File: config.mk
export PLATFORM = sky130hd
export DESIGN_NAME = pa_fdsu_frac_div_flat
export DESIGN_NICKNAME = d
export VERILOG_FILES = /design/src/rtl/pa_fdsu_frac_div_pkg.sv /design/src/rtl/pa_fdsu_frac_div_if.sv /design/src/rtl/pa_fdsu_frac_div_iter.sv /design/src/rtl/pa_fdsu_frac_div.sv /design/src/flat_wrapper.sv
export SDC_FILE = /design/constraint.sdc
export NUM_CORES = 1
export LEC_CHECK = 0
export ABC_AREA = 1
export CAP_MARGIN = 20
export CORE_MARGIN = 2
export CORE_UTILIZATION = 25
export CTS_BUF_LIST = sky130_fd_sc_hd__clkbuf_8 sky130_fd_sc_hd__clkbuf_16
export DETAILED_ROUTE_END_ITERATION = 10
export PLACE_DENSITY = 0.41
export SLEW_MARGIN = 20
export SYNTH_ARGS = -nofsm -noshare
export SYNTH_HDL_FRONTEND = slang
export SYNTH_SLANG_ARGS = --single-unit
File: constraint.sdc
create_clock -name forever_cpuclk -period 3.75 [get_ports forever_cpuclk]
set_input_delay 0.75 -clock forever_cpuclk [delete_from_list [all_inputs] [get_ports forever_cpuclk]]
set_output_delay 0.75 -clock forever_cpuclk [all_outputs]
set_load 0.005 [all_outputs]
File: src/rtl/pa_fdsu_frac_div_pkg.sv
// Shared FDSU definitions for the fraction divider.
// Holds the divider FSM state encodings, significand/quotient widths and the
// single-precision field widths that come from the FPU configuration.
package pa_fdsu_frac_div_pkg;

  localparam int FRAC_WIDTH  = 24;             // significand incl. hidden bit
  localparam int QUO_WIDTH   = FRAC_WIDTH + 2; // int + 23 frac + guard + round
  localparam int CNT_WIDTH   = 5;              // iteration counter width
  localparam int REM_WIDTH   = FRAC_WIDTH + 1; // partial remainder < 2*divisor

  localparam int SINGLE_FRAC = 23;
  localparam int SINGLE_EXPN = 8;

  // Divider FSM encodings.
  localparam logic [1:0] ST_IDLE = 2'b00;
  localparam logic [1:0] ST_CALC = 2'b01;
  localparam logic [1:0] ST_DONE = 2'b10;

endpackage

File: src/rtl/pa_fdsu_frac_div_if.sv
// Start/done handshake and operand/result bus of the fraction divider.
// Handshake: div_start is sampled only while the divider is idle; div_kill
// aborts any operation (and wins over a same-cycle start); div_done is a
// one-cycle pulse during which div_quotient/div_sticky/div_err are valid, and
// those results hold until the next accepted start. div_state exposes the FSM.
//   master : drives start/kill/operands, receives status and results
//   slave  : the divider itself
interface pa_fdsu_frac_div_if;
  import pa_fdsu_frac_div_pkg::*;

  logic                  div_start;
  logic                  div_kill;
  logic [FRAC_WIDTH-1:0] div_frac_0;
  logic [FRAC_WIDTH-1:0] div_frac_1;
  logic                  div_busy;
  logic                  div_done;
  logic [QUO_WIDTH-1:0]  div_quotient;
  logic                  div_sticky;
  logic                  div_err;
  logic [1:0]            div_state;

  modport master (
    output div_start, div_kill, div_frac_0, div_frac_1,
    input  div_busy, div_done, div_quotient, div_sticky, div_err, div_state
  );

  modport slave (
    input  div_start, div_kill, div_frac_0, div_frac_1,
    output div_busy, div_done, div_quotient, div_sticky, div_err, div_state
  );
endinterface

File: src/rtl/pa_fdsu_frac_div_iter.sv
// One restoring radix-2 division step (combinational).
// Ports:
//   rem      : current partial remainder (always < 2*divisor)
//   divisor  : normalized divisor significand
//   rem_next : remainder for the next step, already shifted left by one
//   q_bit    : quotient bit produced by this step
module pa_fdsu_frac_div_iter
  import pa_fdsu_frac_div_pkg::*;
(
  input  logic [REM_WIDTH-1:0]  rem,
  input  logic [FRAC_WIDTH-1:0] divisor,
  output logic [REM_WIDTH-1:0]  rem_next,
  output logic                  q_bit
);

  // One extra bit so the sign of the trial subtraction is visible.
  logic [REM_WIDTH:0] diff;

  always_comb begin
    diff  = {1'b0, rem} - {2'b00, divisor};
    q_bit = ~diff[REM_WIDTH];
    // A kept difference is < divisor, a restored remainder is < divisor too,
    // so the doubled value still fits in REM_WIDTH bits.
    rem_next = q_bit ? (diff[REM_WIDTH-1:0] << 1) : (rem << 1);
  end

endmodule

File: src/rtl/pa_fdsu_frac_div.sv
// Iterative restoring fraction divider for the FDSU datapath.
// Produces floor(a * 2^25 / b) as a 26-bit quotient (bit25 has weight 2^0)
// plus a sticky bit, one quotient bit per cycle.
// Ports:
//   forever_cpuclk : clock
//   cpurst_sync    : synchronous active-high reset
//   div_if         : slave side of the start/kill/done handshake and data bus
module pa_fdsu_frac_div
  import pa_fdsu_frac_div_pkg::*;
(
  input  logic               forever_cpuclk,
  input  logic               cpurst_sync,
  pa_fdsu_frac_div_if.slave  div_if
);

  logic [1:0]            state;
  logic [CNT_WIDTH-1:0]  cnt;
  logic [REM_WIDTH-1:0]  rem;
  logic [FRAC_WIDTH-1:0] divisor;
  logic [QUO_WIDTH-1:0]  quo;
  logic                  sticky;
  logic                  err;

  logic [REM_WIDTH-1:0]  rem_next;
  logic                  q_bit;
  logic                  opnd_err;

  pa_fdsu_frac_div_iter u_iter (
    .rem      (rem),
    .divisor  (divisor),
    .rem_next (rem_next),
    .q_bit    (q_bit)
  );

  // An unnormalized operand cannot be divided meaningfully; flag it and
  // report an all-zero result right away instead of iterating.
  assign opnd_err = ~div_if.div_frac_0[FRAC_WIDTH-1] | ~div_if.div_frac_1[FRAC_WIDTH-1];

  always_ff @(posedge forever_cpuclk) begin
    if (cpurst_sync) begin
      state   <= ST_IDLE;
      cnt     <= '0;
      rem     <= '0;
      divisor <= '0;
      quo     <= '0;
      sticky  <= 1'b0;
      err     <= 1'b0;
    end else begin
      case (state)
        ST_IDLE: begin
          if (div_if.div_start && !div_if.div_kill) begin
            divisor <= div_if.div_frac_1;
            rem     <= {1'b0, div_if.div_frac_0};
            cnt     <= '0;
            quo     <= '0;
            sticky  <= 1'b0;
            err     <= opnd_err;
            state   <= opnd_err ? ST_DONE : ST_CALC;
          end
        end
        ST_CALC: begin
          if (div_if.div_kill) begin
            state <= ST_IDLE;
          end else begin
            rem <= rem_next;
            quo <= {quo[QUO_WIDTH-2:0], q_bit};
            cnt <= cnt + CNT_WIDTH'(1);
            if (cnt == CNT_WIDTH'(QUO_WIDTH - 1)) begin
              // Shifting left does not change whether the remainder is zero.
              sticky <= (rem_next != '0);
              state  <= ST_DONE;
            end
          end
        end
        ST_DONE: state <= ST_IDLE;
        default: state <= ST_IDLE;
      endcase
    end
  end

  assign div_if.div_busy     = (state != ST_IDLE);
  assign div_if.div_done     = (state == ST_DONE);
  assign div_if.div_quotient = quo;
  assign div_if.div_sticky   = sticky;
  assign div_if.div_err      = err;
  assign div_if.div_state    = state;

endmodule

File: src/flat_wrapper.sv
// flat-port wrapper written by rule: the top's interface ports become plain ports
module pa_fdsu_frac_div_flat import pa_fdsu_frac_div_pkg::*;
  (forever_cpuclk, cpurst_sync, div_if_div_start, div_if_div_kill, div_if_div_frac_0, div_if_div_frac_1, div_if_div_busy, div_if_div_done, div_if_div_quotient, div_if_div_sticky, div_if_div_err, div_if_div_state);
  pa_fdsu_frac_div_if div_if_i ();
  input  logic forever_cpuclk;
  input  logic cpurst_sync;
  input wire logic [$bits(div_if_i.div_start)-1:0] div_if_div_start;
  input wire logic [$bits(div_if_i.div_kill)-1:0] div_if_div_kill;
  input wire logic [$bits(div_if_i.div_frac_0)-1:0] div_if_div_frac_0;
  input wire logic [$bits(div_if_i.div_frac_1)-1:0] div_if_div_frac_1;
  output wire logic [$bits(div_if_i.div_busy)-1:0] div_if_div_busy;
  output wire logic [$bits(div_if_i.div_done)-1:0] div_if_div_done;
  output wire logic [$bits(div_if_i.div_quotient)-1:0] div_if_div_quotient;
  output wire logic [$bits(div_if_i.div_sticky)-1:0] div_if_div_sticky;
  output wire logic [$bits(div_if_i.div_err)-1:0] div_if_div_err;
  output wire logic [$bits(div_if_i.div_state)-1:0] div_if_div_state;
  assign div_if_i.div_start = div_if_div_start;
  assign div_if_i.div_kill = div_if_div_kill;
  assign div_if_i.div_frac_0 = div_if_div_frac_0;
  assign div_if_i.div_frac_1 = div_if_div_frac_1;
  assign div_if_div_busy = div_if_i.div_busy;
  assign div_if_div_done = div_if_i.div_done;
  assign div_if_div_quotient = div_if_i.div_quotient;
  assign div_if_div_sticky = div_if_i.div_sticky;
  assign div_if_div_err = div_if_i.div_err;
  assign div_if_div_state = div_if_i.div_state;
  pa_fdsu_frac_div u_core (.forever_cpuclk(forever_cpuclk), .cpurst_sync(cpurst_sync), .div_if(div_if_i));
endmodule
After elaboration in Yosys (flattened, before gate mapping)
Index checks and enable logic that the tools add are counted. W data, S select, Z words.

Input port bits: 52. Flip-flop bits (word level): 84.

Reduce and logical (&&, ||, !) cells: 10. Add/subtract/negate cells: 2. Mux-type cells: 19. Equality and inequality tests: 7. Bitwise logic cells: 4.

Operators by type and width (count): $mux W25 (3); $mux W26 (2); $pmux W26 S2 (1); $pmux W25 S2 (1); $sub A25 B24 Y26 (1); $reduce_bool A25 Y1 (1); $mux W5 (2); $pmux W5 S2 (1); $mux W2 (4); $add A5 B1 Y5 const B (1); $eq A5 B5 Y1 const B (1); $ne A2 B1 Y1 const B (2); $pmux W2 S2 (1); $reduce_and A2 Y1 (2); $reduce_and A4 Y1 (1); $reduce_bool A2 Y1 (2); $mux W1 (3); $ne A3 B2 Y1 const B (1); $not A1 Y1 (3); $reduce_and A3 Y1 (1); $eq A2 B1 Y1 const B (1); $eq A2 B2 Y1 const B (1); $logic_not A2 Y1 (1); $ne A2 B2 Y1 const B (1); 4 further kinds (4).

Logic depth before layout (Yosys ltp)
Word-level depth: 6. Mapped depth: 20. Mapped depth without buffers: 20.

By module
Synthesis repeated with hierarchy kept, for this count alone.

Cell total of the unflattened synthesis: 907. Area total of the unflattened synthesis: 5630.4 um^2.

Modules (own cells, without submodules): pa_fdsu_frac_div (sequential area each 1681.6 um^2, area an instance 3338.2 um^2, times used 1, cells an instance 443); pa_fdsu_frac_div_iter (sequential area each 0.0 um^2, area an instance 2292.2 um^2, times used 1, cells an instance 464).

Worst setup path before layout
OpenSTA, ideal clock, no wires.

Kind: register to register. Start point: reg u_core.divisor[7]. End point: reg u_core.sticky, in the netlist u_core.div_if.div_sticky. Clock period less this slack: 2.102 ns. Setup time: 0.117 ns. Buffers on the path: 1. Stages on the path, launching flop included: 20. Setup slack: 1.648 ns. Arrival: 1.985 ns. Cells stage by stage: dfxtp_1 -> inv_1 -> ha_1 -> nand2_2 -> inv_1 -> nand2_1 -> nand2_2 -> inv_2 -> nand3_4 -> nand2_4 -> nand3_4 -> buf_6 -> nand2_1 -> nand2_1 -> nor2_1 -> nand2_1 -> nor2_1 -> nand3_1 -> nor2_1 -> nor2_1.

Longest elaborated chain between the ends: 6.

RTL lines: start: declaration (line pa_fdsu_frac_div.sv:19) `logic [FRAC_WIDTH-1:0] divisor;`; start signal: assignment (line pa_fdsu_frac_div.sv:52) `divisor <= div_if.div_frac_1;`; $sub A25 B24 Y26 (line pa_fdsu_frac_div_iter.sv:20) `diff = {1'b0, rem} - {2'b00, divisor};`; $mux W25 (line pa_fdsu_frac_div_iter.sv:24) `rem_next = q_bit ? (diff[REM_WIDTH-1:0] << 1) : (rem << 1);`; $reduce_bool A25 Y1 (line pa_fdsu_frac_div.sv:70) `sticky <= (rem_next != '0);`; $mux W1 (line pa_fdsu_frac_div.sv:68) `if (cnt == CNT_WIDTH'(QUO_WIDTH - 1)) begin`; $mux W1 (line pa_fdsu_frac_div.sv:62) `if (div_if.div_kill) begin`; $pmux W1 S2 (line pa_fdsu_frac_div.sv:49) `case (state)`; end signal: assignment (line pa_fdsu_frac_div.sv:70); end: declaration (line pa_fdsu_frac_div.sv:21) `logic sticky;`.

Every way passes these cells. The select of a mux whose other input is x is not followed. A chain may end at the register's enable or synchronous reset.

Worst setup path in the final report
Start point: reg u_core.rem[7]. End point: reg u_core.sticky, in the netlist u_core.div_if.div_sticky.

Longest elaborated chain between the ends: 6.

RTL lines: start: declaration (line pa_fdsu_frac_div.sv:18) `logic [REM_WIDTH-1:0] rem;`; start signal: assignment (line pa_fdsu_frac_div.sv:53) `rem <= {1'b0, div_if.div_frac_0};`; start signal: assignment (line pa_fdsu_frac_div.sv:65) `rem <= rem_next;`; $sub A25 B24 Y26 (line pa_fdsu_frac_div_iter.sv:20); $mux W25 (*) (line pa_fdsu_frac_div_iter.sv:24); $reduce_bool A25 Y1 (*) (line pa_fdsu_frac_div.sv:70); $mux W1 (*) (line pa_fdsu_frac_div.sv:68); $mux W1 (*) (line pa_fdsu_frac_div.sv:62); $pmux W1 S2 (*) (line pa_fdsu_frac_div.sv:49).

Every way passes the cells marked *; elsewhere a longest branch is shown, timed or not. The select of a mux whose other input is x is not followed.

==> summary.txt <==
GRT Util Overall - 16.4%
CP required - 3.99 ns
CP startpoint kind - register
Tmin final - 2.84 ns
GR Overflow Total - 0
First-pass GRT wire length - 28700 microns
Slew HR - 54.6%
Chip height - 151 microns
Endpoint class of the critical path - register
Fraction of layout cells with a size suffix above 1 - 6.15%
Final WL - 17700 microns
Area delta synth->final - 26.2%
Clock transition at path regs - 0.07 ns
Tightest Hold Check Type - register to register
Syn_nets - 946
I/O pin total - 84
Hold-fix buffers, CTS - 0
Vias - 5349
Total power draw - 3.01 mW
Post-CTS sizing - 0
Clock Path Buffers - 2
WP data arrival - 3.08 ns
Clock skew - 0.00737 ns
Number of antenna diodes - 0
PD cells - 441 mW/mm^2
Placed cell area - 0.00650 sq mm
Starting density of the core - 25.6%
Largest net degree at the start of global routing - 54
Placed cells - 1203
Sink Count - 84
Die W - 151 microns
Design area - 0.00683 sq mm
TNS Setup - 0 ns
First-iteration detailed-routing DRC count - 198
Max-cap check violation count - 0
Synth warn - 0
Asr flop ratio synth - 0%
1st-pass router iterations - 4
CTS root buffer - clkbuf_16
RSZ-0062 raised after global routing - no
Synth cell types - 37
Seq/Total Area, Yosys - 31.1%
Slew of the pin with the lowest slew margin - 0.681 ns
Ys flop type - dfxtp_1
Fin util - 32.3%
Fmax - 0.352 GHz
Non-filler instance count after layout - 1218
RD Place Congestion - 0.811
Dpl ws - 0.834 ns
Post-DP HPWL - 13400 microns
WL/cell - 14.5 microns
# rows - 53
Number of synthesized flops with an enable pin - 0
Clock latency on the worst-skew pair - 0.35 ns
Port bufs - 83
CP max FO - 37
CTS Buf Count - 9
Die area - 0.0228 sq mm
Fin. Hold Viols - 0
Vias per Instance - 4.39
Nets - 1018
Residual DRC count - 0
H-tree depth - 3
LEAKAGE - 3.05 nW
Status - finished clean
Synthesized area - 0.00541 sq mm
WHS - 0.459 ns
Core area - 0.0212 sq mm
Mean post-synth cell area - 6.24 sq um
Final period util - 75.9%
Seq cells post-synth - 84
Initial antenna violation count - 1
Fin. max-slew vios - 0
Detail Route Antenna Nets - 0
Setup-failing EPs final - 0
TritonCTS clock tree - yes
Final setup margin - 0.905 ns
Worst IR Drop VDD - 0.228 mV
Vias in the first global route - 5502
Critical path class - register to register
Syn Inst Count - 867
Post-CTS Setup Inserts - 0
-- cell families after synthesis --
| kind of cell | synth area share (%) |
|---|---|
| AND/OR/NAND/NOR | 35.5 |
| adder cells (fa/ha/maj) | 6.39 |
| flip-flops | 31.1 |
| AO/OA/AOI/OAI | 14.0 |
| XOR/XNOR | 1.46 |
| buffers and inverters | 11.5 |
-- sequential cells by signal (all words and copies together), names as in the netlist --
register / cells
u_core.div_if.div_state: 2
u_core.div_if.div_err: 1
u_core.divisor: 24
u_core.cnt: 5
u_core.div_if.div_sticky: 1
u_core.div_if.div_quotient: 26
u_core.rem: 25
-- power by group --
part           leakage [nW]  switching, mW  internal [mW]
Clock                 0.155          0.395          0.602
Combinational          2.21          0.686          0.366
Sequential            0.684         0.0265          0.932
-- placed cells by master (no fill, tap or decap), types with 2 or more instances in the layout --
master	netlist	layout
nand2_2	8	9
a21oi_1	73	73
nand3_1	45	45
clkbuf_16	0	9
inv_1	120	120
xnor2_1	3	3
clkdlybuf4s50_1	0	82
nand2_1	315	314
nor2_4	3	5
a31oi_1	23	23
o21ai_0	31	31
buf_4	0	7
nor2_1	44	43
dfxtp_1	84	84
xor2_1	6	6
o21bai_1	3	3
nand3_4	2	2
bufinv_16	0	2
nor3_1	3	3
or2_1	10	10
o21ai_2	5	5
nand4_1	8	8
and3_1	2	2
nand3_2	3	3
inv_2	7	7
nor2_2	3	2
ha_1	26	26
-- worst paths after layout --
| kind | from | end | slack (ns) | cells after the start |
|---|---|---|---|---|
| worst min-delay path | u_core.divisor[6]$_SDFFE_PP0P_ | u_core.divisor[6]$_SDFFE_PP0P_ | 0.46 | 2 |
| worst min register to register | u_core.divisor[6]$_SDFFE_PP0P_ | u_core.divisor[6]$_SDFFE_PP0P_ | 0.46 | 2 |
| worst max-delay path | u_core.rem[7]$_SDFFE_PP0P_ | u_core.div_if.div_sticky$_SDFFE_PP0P_ | 0.91 | 17 |
| worst max register to register | u_core.rem[7]$_SDFFE_PP0P_ | u_core.div_if.div_sticky$_SDFFE_PP0P_ | 0.91 | 17 |
-- critical path: stages, from the launching register on --
cell and delay [ns]:
dfxtp_1 0.41, ha_1 0.32, nand2_2 0.14, inv_1 0.05
nand2_1 0.07, nand2_2 0.07, inv_2 0.07, nand3_4 0.10
nand2_4 0.14, nand3_4 0.41, nand3_1 0.33, nand2_1 0.12
inv_2 0.06, nand2_1 0.04, nor2_1 0.15, nand3_1 0.11
nor2_1 0.10, nor2_1 0.04
-- layout make-up --
type	count	area [sq um]
flip-flops and latches	84	1680
repair buffers	90	878
clock inverters	5	85.1
clock buffers	10	239
fillers	2373	14300
inverters	128	480
well taps	275	344
multi-input cells	626	3120
-- layer usage --
metal	track usage, %	routed length [microns]
met2	26.8	7900
met4	3.27	184
met1	21.5	8510
met3	4.94	1060
met5	0	13
-- Yosys cell counts (2+ instances only) --
| master | number | area share [%] |
|---|---|---|
| inv_2 | 7 | 0.49 |
| or2_1 | 10 | 1.2 |
| xor2_1 | 6 | 0.97 |
| nand3_2 | 3 | 0.56 |
| nor2_2 | 3 | 0.35 |
| clkbuf_1 | 25 | 1.7 |
| o21ai_0 | 31 | 2.9 |
| nor2_4 | 3 | 0.62 |
| nor3_1 | 3 | 0.28 |
| inv_1 | 120 | 8.3 |
| buf_6 | 3 | 0.62 |
| and3_1 | 2 | 0.23 |
| nand3_4 | 2 | 0.65 |
| nor2_1 | 44 | 3.1 |
| nand2_2 | 8 | 0.93 |
| a31oi_1 | 23 | 2.7 |
| xnor2_1 | 3 | 0.49 |
| nand4_1 | 8 | 0.93 |
| o21ai_2 | 5 | 0.81 |
| dfxtp_1 | 84 | 31 |
| a21oi_1 | 73 | 6.8 |
| o21bai_1 | 3 | 0.42 |
| ha_1 | 26 | 6.0 |
| nand2_1 | 315 | 22 |
| nand3_1 | 45 | 4.2 |
(Power assumes the default switching activity.)
